File: src/rtl/pattern_sequencer.sv
// pattern_sequencer: 16-step, 4-channel programmable note sequencer.
// Holds a writable pattern memory, steps through it at a fixed tempo and
// drives per-channel notes/gates plus a free-running note_clk.
//
// state | meaning
// IDLE  | not playing; gates forced low, notes hold last values
// PLAY  | stepping through pattern, one step every STEP_CYCLES clocks
module pattern_sequencer #(
    parameter int STEP_CYCLES  = 6000000,
    parameter int NOTE_CLK_DIV = 390625,
    parameter int NOTE_W       = 6
) (
    input  logic              clk,
    input  logic              rst_n,
    input  logic              start,
    input  logic              stop,
    input  logic              loop_en,
    input  logic [3:0]        pat_len,
    input  logic              wr_en,
    input  logic [3:0]        wr_step,
    input  logic [1:0]        wr_ch,
    input  logic [NOTE_W-1:0] wr_note,
    input  logic              wr_gate,
    output logic [NOTE_W-1:0] note_ch0,
    output logic [NOTE_W-1:0] note_ch1,
    output logic [NOTE_W-1:0] note_ch2,
    output logic [NOTE_W-1:0] note_ch3,
    output logic [3:0]        gate,
    output logic [3:0]        step_idx,
    output logic              step_tick,
    output logic              busy,
    output logic              done,
    output logic              note_clk
);

    localparam int SC_W = (STEP_CYCLES > 2) ? $clog2(STEP_CYCLES) : 1;
    localparam int NC_W = (NOTE_CLK_DIV > 2) ? $clog2(NOTE_CLK_DIV) : 1;
    localparam logic [SC_W-1:0] STEP_LAST = SC_W'(STEP_CYCLES - 1);
    localparam logic [NC_W-1:0] DIV_LAST  = NC_W'(NOTE_CLK_DIV - 1);

    typedef enum logic {IDLE, PLAY} state_t;

    state_t            state;
    logic [SC_W-1:0]   step_cnt;
    logic [NC_W-1:0]   div_cnt;
    logic [3:0]        len_r;
    logic [NOTE_W-1:0] note_r   [4];
    logic [NOTE_W-1:0] mem_note [16][4];
    logic              mem_gate [16][4];

    logic [3:0]        next_idx;
    logic [NOTE_W-1:0] ld_note  [4];
    logic [3:0]        ld_gate;

    assign note_ch0 = note_r[0];
    assign note_ch1 = note_r[1];
    assign note_ch2 = note_r[2];
    assign note_ch3 = note_r[3];

    // Step to be loaded on the next load event, read with write-through so a
    // same-cycle write to that entry reaches the outputs immediately.
    always_comb begin
        next_idx = 4'd0;
        if (!start && (step_idx < len_r))
            next_idx = step_idx + 4'd1;
        for (int c = 0; c < 4; c++) begin
            ld_note[c] = mem_note[next_idx][c];
            ld_gate[c] = mem_gate[next_idx][c];
            if (wr_en && (wr_step == next_idx) && (wr_ch == 2'(c))) begin
                ld_note[c] = wr_note;
                ld_gate[c] = wr_gate;
            end
        end
    end

    // Pattern memory: single-cycle write port, cleared by reset.
    always_ff @(posedge clk) begin
        if (!rst_n) begin
            for (int s = 0; s < 16; s++) begin
                for (int c = 0; c < 4; c++) begin
                    mem_note[s][c] <= '0;
                    mem_gate[s][c] <= 1'b0;
                end
            end
        end else if (wr_en) begin
            mem_note[wr_step][wr_ch] <= wr_note;
            mem_gate[wr_step][wr_ch] <= wr_gate;
        end
    end

    // Free-running note_clk divider, toggles on each counter wrap.
    always_ff @(posedge clk) begin
        if (!rst_n) begin
            div_cnt  <= '0;
            note_clk <= 1'b0;
        end else if (div_cnt == DIV_LAST) begin
            div_cnt  <= '0;
            note_clk <= ~note_clk;
        end else begin
            div_cnt <= div_cnt + 1'b1;
        end
    end

    // Playback FSM: stop > start > step boundary.
    always_ff @(posedge clk) begin
        if (!rst_n) begin
            state     <= IDLE;
            step_cnt  <= '0;
            len_r     <= 4'd0;
            step_idx  <= 4'd0;
            gate      <= 4'd0;
            step_tick <= 1'b0;
            busy      <= 1'b0;
            done      <= 1'b0;
            for (int c = 0; c < 4; c++) note_r[c] <= '0;
        end else begin
            step_tick <= 1'b0;
            done      <= 1'b0;
            if (stop) begin
                state    <= IDLE;
                busy     <= 1'b0;
                gate     <= 4'd0;
                step_cnt <= '0;
            end else if (start) begin
                state     <= PLAY;
                busy      <= 1'b1;
                len_r     <= pat_len;
                step_idx  <= 4'd0;
                step_cnt  <= '0;
                step_tick <= 1'b1;
                gate      <= ld_gate;
                for (int c = 0; c < 4; c++) note_r[c] <= ld_note[c];
            end else if (state == PLAY) begin
                if (step_cnt == STEP_LAST) begin
                    step_cnt <= '0;
                    if ((step_idx < len_r) || loop_en) begin
                        step_idx  <= next_idx;
                        step_tick <= 1'b1;
                        gate      <= ld_gate;
                        for (int c = 0; c < 4; c++) note_r[c] <= ld_note[c];
                    end else begin
                        state <= IDLE;
                        busy  <= 1'b0;
                        gate  <= 4'd0;
                        done  <= 1'b1;
                    end
                end else begin
                    step_cnt <= step_cnt + 1'b1;
                end
            end
        end
    end

endmodule

File: config.mk
export PLATFORM = sky130hd
export DESIGN_NAME = pattern_sequencer
export DESIGN_NICKNAME = d
export VERILOG_FILES = /design/src/rtl/pattern_sequencer.sv
export SDC_FILE = /design/constraint.sdc
export NUM_CORES = 1
export LEC_CHECK = 0
export CAP_MARGIN = 20
export CORE_MARGIN = 2
export CORE_UTILIZATION = 55
export CTS_BUF_LIST = sky130_fd_sc_hd__clkbuf_8 sky130_fd_sc_hd__clkbuf_16
export DETAILED_ROUTE_END_ITERATION = 6
export MAX_ROUTING_LAYER = met4
export PLACE_DENSITY = 0.72
export SYNTH_ARGS = -nofsm -noshare
export SYNTH_HDL_FRONTEND = slang
export SYNTH_SLANG_ARGS = --single-unit
File: constraint.sdc
create_clock -name clk -period 7.1 [get_ports clk]
set_clock_uncertainty 0.15 [all_clocks]
set_input_delay 1.42 -clock clk [delete_from_list [all_inputs] [get_ports clk]]
set_output_delay 1.42 -clock clk [all_outputs]
set_load 0.05 [all_outputs]
==> impl_metrics.env <==
export IMPL_ys_warn_count=0
export IMPL_synth_top_cell_area_share_pct=57.4
export IMPL_report_final_slew_viol_count=0
export IMPL_area_growth_pct=11.7
export IMPL_first_pass_iters=6
export IMPL_via_count=16693
export IMPL_worstMarginPinSlew_ns=1.14
export IMPL_clkTransAtPathRegs_ns=0.06
export IMPL_die_w_um=216
export IMPL_p_per_area_nw_per_um2=258
export IMPL_ys_ff_latch=531
export IMPL_wire_per_inst_um=24.0
export IMPL_period_share_pct=69.5
export IMPL_via_per_inst=6.18
export IMPL_yosysUniqueCellTypes=57
export IMPL_numClockSinks=531
export IMPL_syn_area_um2=24600
export IMPL_postCtsSetupBuffers=0
export IMPL_peakVddDrop_mv=0.155
export IMPL_p_leak_nw=9.75
export IMPL_drive_gt1_share_pct=7.92
export IMPL_grt_pass1_vias=16084
export IMPL_cts_path_max_buffers=3
export IMPL_rsz0062_at_grt="no"
export IMPL_critPathKind="in -> reg"
export IMPL_gp_congestion=0.882
export IMPL_die_area_um2=46500
export IMPL_grt_pass1_wl_um=98800
export IMPL_drc=0
export IMPL_maxClockFrequency_ghz=0.203
export IMPL_rows=77
export IMPL_htree_levels=2
export IMPL_ys_seq_area_share_pct=62.3
export IMPL_dp_hpwl_um=41000
export IMPL_fin_util_pct=62.2
export IMPL_clk_latency_ns=0.60
export IMPL_cts_resized=0
export IMPL_cts_buffers=54
export IMPL_tns_ns=0
export IMPL_grt_usage_pct=29.0
export IMPL_die_h_um=216
export IMPL_grt_ovfl_total=0
export IMPL_hold_class="reg -> reg"
export IMPL_drv_cap=0
export IMPL_core_area_um2=44200
export IMPL_nNetsFinal=2093
export IMPL_async_reset_ff_share_pct=0
export IMPL_final_min_clock_period_ns=4.93
export IMPL_drt_iter0_markers=2056
export IMPL_netlist_instances=2072
export IMPL_relSlewSlack_pct=24.2
export IMPL_cpPeakStageDelay_ns=0.71
export IMPL_yosys_area_top_type="edfxtp_1"
export IMPL_grt_max_degree=73
export IMPL_wl_um=64900
export IMPL_pin_count=59
export IMPL_synth_main_ff_cell="edfxtp_1"
export IMPL_slowest_stage="o22ai_1"
export IMPL_start_kind="input pin"
export IMPL_synth_edff_count=471
export IMPL_status="finished clean"
export IMPL_end_kind="flip-flop"
export IMPL_tritoncts="built"
export IMPL_antennaDiodeCount=0
export IMPL_start_util_pct=55.7
export IMPL_hold_buffers=0
export IMPL_antenna_found_initial=0
export IMPL_port_buffers=58
export IMPL_crit_arrival_ns=5.23
export IMPL_worstPathMaxFanout=30
export IMPL_cts_root_buf="clkbuf_16"
export IMPL_ant_nets=0
export IMPL_syn_avg_cell_area_um2=11.9
export IMPL_critPathRequiredTime_ns=7.39
export IMPL_finalHoldViolCount=0
export IMPL_setup_viol=0
export IMPL_synthTopCellsByArea="edfxtp_1 57%, and2_1 11%, dfxtp_1 4.9%"
export IMPL_path_cells="clkdlybuf4s50_1 > a211o_1 > a21o_1 > nor3_4 > buf_4 > nand2_1 > o22ai_1 > a211oi_1 > a21oi_1"
export IMPL_synth_nets=2102
critical path, delay by kind of cell:
kind | cells | cell delay, ns
simple gates | 2 | 1.04
compound gates | 5 | 1.86
buf+inv | 2 | 0.88
per-layer routing:
metal | wire length [um] | vias to the layer above | share of wire, % | global-route usage (%)
li1 | - | 7524 | - | -
met1 | 27100 | 8186 | 42 | 40.9
met2 | 29000 | 861 | 45 | 42.3
met3 | 6670 | 122 | 10 | 5.43
met4 | 2130 | 0 | 3.3 | 9.89
met5 | 0 | - | 0 | -
placed cells by master, fill, tap and decap left out, types with 11 or more instances in the layout:
cell	count
nand2_1	130
mux2_2	21
a31oi_1	30
xor2_1	28
buf_2	13
nand2b_1	13
and2_1	450
nand3_1	28
o211ai_1	35
o22ai_1	27
edfxtp_1	471
mux2i_1	93
o21ai_1	14
buf_4	28
inv_1	28
dfxtp_1	59
nor2_1	127
o21ai_0	84
clkdlybuf4s50_1	50
nand4_1	14
or3_1	24
clkbuf_16	57
a32oi_1	29
nor2b_1	11
clkinv_2	13
o221ai_1	45
xnor2_1	16
a211oi_1	21
a21oi_1	52
sequential cells by signal, summed over array words and instances, names as in the netlist:
name and cells:
len_r 4, note_r 24, step_idx 4, mem_gate 64, gate 4, step_tick 1
mem_note 384, state 1, step_cnt 23, busy 1, note_clk 1, done 1
div_cnt 19
where the power goes:
group	leakage, nW	switching, W	total [W]	internal, W
registers	4.99	0.0000566	0.00360	0.00355
clock network	0.985	0.00120	0.00300	0.00180
logic	3.78	0.000350	0.000489	0.000140
cells in the mapped netlist (5+ instances only):
| cell | number |
|---|---|
| edfxtp_1 | 471 |
| and2_1 | 450 |
| clkbuf_1 | 133 |
| nand2_1 | 131 |
| nor2_1 | 130 |
| mux2i_1 | 93 |
| o21ai_0 | 84 |
| dfxtp_1 | 60 |
| a21oi_1 | 52 |
| o221ai_1 | 45 |
| o211ai_1 | 35 |
| a31oi_1 | 30 |
| a32oi_1 | 29 |
| nand3_1 | 28 |
| xor2_1 | 28 |
| o22ai_1 | 27 |
| or3_1 | 24 |
| a211oi_1 | 21 |
| mux2_2 | 21 |
| buf_1 | 18 |
| inv_1 | 16 |
| xnor2_1 | 16 |
| o21ai_1 | 15 |
| nand4_1 | 14 |
| nand2b_1 | 13 |
| nor2b_1 | 11 |
| and3_1 | 9 |
| nor3_1 | 9 |
| buf_2 | 7 |
| ha_1 | 7 |
| a2111oi_0 | 5 |
| nor4_1 | 5 |
final timing paths:
check	start	to	slack, ns	depth (start not counted)
hold reg to reg	div_cnt[0]$_SDFF_PP0_	div_cnt[0]$_SDFF_PP0_	0.31	1
hold / removal	div_cnt[0]$_SDFF_PP0_	div_cnt[0]$_SDFF_PP0_	0.31	1
setup reg to reg	step_idx[1]$_SDFFE_PN0P_	note_r[0][1]$_DFFE_PP_	2.72	9
setup / recovery	start	note_r[0][1]$_DFFE_PP_	2.17	9
area by class of cell:
type	instances	area [um2]
Fill cell	3369	16700
Sequential cell	531	15300
Multi-Input combinational cell	1365	8660
Clock buffer	63	1510
Timing Repair Buffer	94	808
Tap cell	592	741
Clock inverter	39	390
Inverter	17	63.8
through the flow:
stage	setup WS, ns	std cells	hold WS (ns)	power, W	instance area [um2]
floorplan	3.12	2072	0.280	0.00395	24600
global placement	1.73	2589	0.292	0.00414	25500
detailed placement	1.72	2591	0.301	0.00415	25600
CTS	2.34	2693	0.315	0.00710	27500
global route	2.13	2701	0.350	0.00728	27500
finish	2.17	2701	0.309	0.00709	27500
kinds of logic after synthesis:
logic type	Yosys count	synth area share (%)
DFF	531	62.3
muxes	114	4.74
AOI/OAI and AO/OA	360	9.64
and+or+nand+nor	840	18.7
adders and majority gates	7	0.355
buffers and inverters	176	2.75
xor gates and xnor gates	44	1.56
Note: power is estimated with default switching activity, not from simulation.
